<file path="src/rtl/adder_pkg.sv">
// ----------------------------------------------------------------------------
// adder_pkg
// Shared helpers for the pipelined adder/subtractor:
//   ceil_div  - pipeline depth from word width and slice width
//   slice_lo  - lowest bit index of slice k
//   slice_hi  - highest bit index of slice k (last slice may be narrower)
//   full_add  - one full-adder cell, returns {carry_out, sum}
// The per-stage record depends on the top's WIDTH parameter, so its typedef
// lives inside pipe_adder where that width is known.
// ----------------------------------------------------------------------------
package adder_pkg;

    function automatic int unsigned ceil_div(input int unsigned n, input int unsigned d);
        return (n + d - 1) / d;
    endfunction

    function automatic int unsigned slice_lo(input int unsigned k, input int unsigned chunk);
        return k * chunk;
    endfunction

    function automatic int unsigned slice_hi(input int unsigned k, input int unsigned chunk,
                                             input int unsigned width);
        int unsigned top;
        top = (k + 1) * chunk;
        if (top > width) begin
            top = width;
        end
        return top - 1;
    endfunction

    function automatic logic [1:0] full_add(input logic x, input logic y, input logic c);
        return {(x & y) | (c & (x ^ y)), x ^ y ^ c};
    endfunction

endpackage

</file>
<file path="src/rtl/adder_chunk.sv">
// ----------------------------------------------------------------------------
// adder_chunk
// Combinational W-bit ripple-carry slice built from full-adder cells.
// Ports:
//   a, b   [W-1:0] in   slice operands
//   ci             in   carry into bit 0
//   sum    [W-1:0] out  slice sum
//   co             out  carry out of the top bit
//   c_top          out  carry into the top bit (for overflow detection)
// ----------------------------------------------------------------------------
module adder_chunk
    import adder_pkg::*;
#(
    parameter int unsigned W = 4
) (
    input  logic [W-1:0] a,
    input  logic [W-1:0] b,
    input  logic         ci,
    output logic [W-1:0] sum,
    output logic         co,
    output logic         c_top
);

    logic [W:0] c;

    always_comb begin
        c    = '0;
        sum  = '0;
        c[0] = ci;
        for (int i = 0; i < W; i++) begin
            {c[i+1], sum[i]} = full_add(a[i], b[i], c[i]);
        end
    end

    assign co    = c[W];
    assign c_top = c[W-1];

endmodule

</file>
<file path="src/rtl/pipe_adder.sv">
// ----------------------------------------------------------------------------
// pipe_adder
// Pipelined WIDTH-bit adder/subtractor. One CHUNK-bit slice of the carry
// chain resolves per stage; stages form an elastic pipeline with valid/ready
// handshakes on both ends, and empty stages are filled even while the output
// is stalled, so a bubble never costs throughput.
// Ports:
//   clk, rst              clock, synchronous active-high reset
//   in_valid, in_ready    input handshake
//   a, b     [WIDTH-1:0]  operands
//   ci                    carry-in (ignored when sub=1)
//   sub                   1: a - b
//   out_valid, out_ready  output handshake
//   sum      [WIDTH-1:0]  result modulo 2^WIDTH
//   co                    carry out of MSB (for sub: 1 = no borrow)
//   ov                    two's-complement overflow
// ----------------------------------------------------------------------------
module pipe_adder
    import adder_pkg::*;
#(
    parameter int unsigned WIDTH = 16,
    parameter int unsigned CHUNK = 4
) (
    input  logic             clk,
    input  logic             rst,
    input  logic             in_valid,
    output logic             in_ready,
    input  logic [WIDTH-1:0] a,
    input  logic [WIDTH-1:0] b,
    input  logic             ci,
    input  logic             sub,
    output logic             out_valid,
    input  logic             out_ready,
    output logic [WIDTH-1:0] sum,
    output logic             co,
    output logic             ov
);

    localparam int unsigned STAGES = ceil_div(WIDTH, CHUNK);

    // psum bits above the slices resolved so far are always zero.
    typedef struct packed {
        logic             valid;
        logic [WIDTH-1:0] a;
        logic [WIDTH-1:0] b;
        logic [WIDTH-1:0] psum;
        logic             carry;
    } stage_t;

    stage_t            st_q [STAGES];
    logic              ov_q;
    logic [STAGES:0]   adv;

    // adv[k]: stage k may load this cycle. A stage that is empty can always
    // load, which is what squeezes bubbles out of a stalled pipe.
    always_comb begin
        adv         = '0;
        adv[STAGES] = out_ready;
        for (int k = STAGES - 1; k >= 0; k--) begin
            adv[k] = ~st_q[k].valid | adv[k+1];
        end
    end

    // Nothing is accepted while reset is being sampled.
    assign in_ready = adv[0] & ~rst;

    for (genvar k = 0; k < STAGES; k++) begin : g_stage
        localparam int unsigned Lo = slice_lo(k, CHUNK);
        localparam int unsigned Hi = slice_hi(k, CHUNK, WIDTH);
        localparam int unsigned W  = Hi - Lo + 1;

        stage_t           src;
        logic [W-1:0]     slice_sum;
        logic             slice_co;
        logic             slice_c_top;
        logic [WIDTH-1:0] psum_d;

        if (k == 0) begin : g_src_in
            // Subtraction is a + ~b + 1.
            assign src = '{
                valid: in_valid,
                a:     a,
                b:     b ^ {WIDTH{sub}},
                psum:  '0,
                carry: sub ? 1'b1 : ci
            };
        end else begin : g_src_prev
            assign src = st_q[k-1];
        end

        adder_chunk #(
            .W (W)
        ) u_chunk (
            .a     (src.a[Hi:Lo]),
            .b     (src.b[Hi:Lo]),
            .ci    (src.carry),
            .sum   (slice_sum),
            .co    (slice_co),
            .c_top (slice_c_top)
        );

        always_comb begin
            psum_d        = src.psum;
            psum_d[Hi:Lo] = slice_sum;
        end

        // Payload only moves with a valid transaction so held results and
        // idle registers stay put.
        always_ff @(posedge clk) begin
            if (rst) begin
                st_q[k] <= '0;
            end else if (adv[k]) begin
                st_q[k].valid <= src.valid;
                if (src.valid) begin
                    st_q[k].a     <= src.a;
                    st_q[k].b     <= src.b;
                    st_q[k].psum  <= psum_d;
                    st_q[k].carry <= slice_co;
                end
            end
        end

        if (k == STAGES - 1) begin : g_last
            always_ff @(posedge clk) begin
                if (rst) begin
                    ov_q <= 1'b0;
                end else if (adv[k] && src.valid) begin
                    ov_q <= slice_co ^ slice_c_top;
                end
            end

            // Operands are not needed once the final slice is resolved.
            logic unused_operands;
            assign unused_operands = ^{st_q[k].a, st_q[k].b};
        end else begin : g_mid
            logic unused_c_top;
            assign unused_c_top = slice_c_top;
        end
    end

    assign out_valid = st_q[STAGES-1].valid;
    assign sum       = st_q[STAGES-1].psum;
    assign co        = st_q[STAGES-1].carry;
    assign ov        = ov_q;

endmodule

</file>
<file path="config.mk">
export PLATFORM = sky130hd
export DESIGN_NAME = pipe_adder
export DESIGN_NICKNAME = d
export VERILOG_FILES = /design/src/rtl/adder_pkg.sv /design/src/rtl/adder_chunk.sv /design/src/rtl/pipe_adder.sv
export SDC_FILE = /design/constraint.sdc
export NUM_CORES = 1
export LEC_CHECK = 0
export BUFFER_PORTS_ARGS = -buffer_cell sky130_fd_sc_hd__buf_2
export CORE_MARGIN = 2
export CORE_UTILIZATION = 25
export DETAILED_ROUTE_END_ITERATION = 6
export PLACE_DENSITY = 0.43
export SLEW_MARGIN = 20
export SYNTH_ARGS = -nofsm -noshare
export SYNTH_HDL_FRONTEND = slang
export SYNTH_HIERARCHICAL = 1
export SYNTH_SLANG_ARGS = --single-unit
</file>
<file path="constraint.sdc">
create_clock -name clk -period 4.5 [get_ports clk]
set_input_delay 0.45 -clock clk [delete_from_list [all_inputs] [get_ports clk]]
set_output_delay 0.45 -clock clk [all_outputs]
set_load 0.01 [all_outputs]
</file>
==> run summary <==
Status: finished clean
Count of final hold-check violations: 0
1st-iter DRT viols: 112
Total wire length: 6340 um
Setup TNS: 0 ns
Wire per inst: 10.9 um
Headroom to the max-slew limit: 0.365
H-tree lvl count: 3
Router iterations before antenna repair: 4
Yosys cell types: 28
Crit end category: register
HPWL after DPL: 4580 um
Register clock-pin slew on the reported worst setup and hold paths: 0.06 ns
Syn. warnings: 6
Final RePlAce weighted congestion: 0.691
Num ports: 58
Crit path kind: input port to register
Clock tree buffer depth: 2
Post-route cell area: 5100 um^2
Hold-fix buffers at CTS: 0
Main flop type after synthesis: edfxtp_1
Post-synth EDFFs: 96
Largest net degree at the start of global routing: 30
Share of layout cells above drive strength 1: 0.217
Worst path slowest cell: fa_1
Seq. cell area: 2900 um^2
Fmax: 0.382 GHz
Commonest cells in the netlist: edfxtp_1, and2_1, inv_1
Syn avg cell area: 14.5 um^2
Chip Height: 135 um
Initial core utilization: 0.258
Max-slew violation count: 0
Hold WC Path Type: input port to register
Area contributors post-synth: edfxtp_1, and2_1, fa_1, inv_1, xnor2_1
Number of remaining DRC errors: 0
Actual slew at the worst max-slew pin: 0.953 ns
Crit path max-delay family: adder cells
Max Cap Viol: 0
Core Area: 16700 um^2
GRT Total Usage: 0.0758
Die footprint: 18300 um^2
Pleak: 2.09 nW
CP Data Required Time: 4.59 ns
Chip Width: 135 um
Instance area at placement: 4820 um^2
Ant diodes: 0
First-pass GRT wire length: 10600 um
Cts bufs inserted: 9
Clk sink count: 97
CP startpoint kind: input port
Min Tclk post-route: 2.62 ns
Number of global-route vias before repair: 2149
Layout area overhead: 18.4%
# resized after CTS: 0
Area occupied by multi-input gates: 1200 um^2
Initial antenna violation count: 0
Fillers: 1742
Routed Antenna Nets: 0
Nets: 410
CTS tree: done
Most frequent cell after synthesis: edfxtp_1
Final Cycle Share: 0.582
Row count: 47
Crit-path cells: buf_2, xor2_1, inv_1, fa_1, inv_1, fa_1, inv_1, fa_1, inv_1, fa_1, and2_1
CP Max Fanout: 17
Setup Buffers After CTS: 0
Max incr delay on CP: 0.39 ns
CP bufs+invs: 5
Mapped cell area: 4310 um^2
Synth Register Bits: 97
GRT Residual Overflow: 0
Yosys top cell area share: 0.669
Worst Skew: 0.00449 ns
Setup Viol. Count Final: 0
Post-synth ARST share: 0
Vias/cell: 3.53
Mapped Cells: 297
Sequential area share after synthesis: 0.674
Maximum vdd drop: 0.184 mV
Pwr Density: 380 nW/um^2
Synth area leader: edfxtp_1
Clock root buffer master: clkbuf_16
Skew-Pair Late Insertion Delay: 0.34 ns
Arr. time, crit path: 2.71 ns
Port Buffer Count: 57
Post-synthesis net count: 351
Vias: 2045
Unrepaired setup endpoints after global routing: no
state kept, by name, summed over array words and instances (netlist names):
register  count
ov            1
st_q         96
path summary, 6_finish.rpt:
check,startpoint,to,slack [ns],cells past startpoint
setup reg to reg,st_q[1][45],st_q[1][66],2.20,9
hold / removal,a[14],st_q[0][47],0.38,2
setup / recovery,sub,st_q[0][4],1.88,11
hold reg to reg,st_q[0][81],st_q[1][31],0.52,1
where the power goes:
part | total, mW | switching [mW] | internal (mW)
combinational | 0.138 | 0.0791 | 0.0585
sequential | 1.07 | 0.0155 | 1.05
clock | 0.728 | 0.309 | 0.420
total | 1.94 | 0.403 | 1.53
per-layer routing:
layer / global-route usage / up-vias / wire, um
li1: - / 1075 / -
met1: 0.107 / 907 / 3260
met2: 0.103 / 53 / 2650
met3: 0.0228 / 10 / 289
met4: 0.0434 / 0 / 138
met5: 0 / - / 0
kinds of logic (layout without fill, tap and decap cells):
family          Yosys count  in the layout  share of synthesized area
compound gates            9              9                     0.0145
xor+xnor                 17             17                     0.0346
fa+ha+maj                16             16                     0.0744
buf+inv                  52            114                     0.0494
flops                    97             97                      0.674
simple gates            106            106                      0.153
area by class of cell:
type / instances / area share
Clock inverter: 5 / 0.00957
Inverter: 42 / 0.0309
Clock buffer: 9 / 0.0442
Timing Repair Buffer: 58 / 0.0574
Tap cell: 220 / 0.0540
Sequential cell: 97 / 0.569
Multi-Input combinational cell: 148 / 0.235
worst register-to-register path: cells and delay by family (launching register included):
kind	cells	cell delay, ns
buf+inv	4	0.28
fa+ha+maj	4	1.31
flops	1	0.32
simple gates	1	0.14
metrics by stage:
stage	util	instances	worst slack, ns	total power, mW	hold WS, ns
2_1_floorplan	-	297	1.56	1.18	0.497
3_3_place_gp	0.289	565	1.56	1.23	0.509
3_5_place_dp	0.289	565	1.47	1.23	0.501
4_1_cts	0.305	579	1.84	1.97	0.369
5_1_grt	0.305	579	1.73	2.03	0.376
6_report	0.305	579	1.88	1.94	0.384
placed cells by master, fill, tap and decap left out, types with 2 or more instances in the layout:
master,n
clkinv_2,3
buf_2,57
edfxtp_1,96
inv_1,41
a21oi_1,2
nor2_1,12
or2_2,2
xor2_1,4
xnor2_1,13
a21o_1,3
and2_1,80
fa_1,16
clkbuf_16,9
nand2b_1,4
Power figures use the tool's default switching activity.
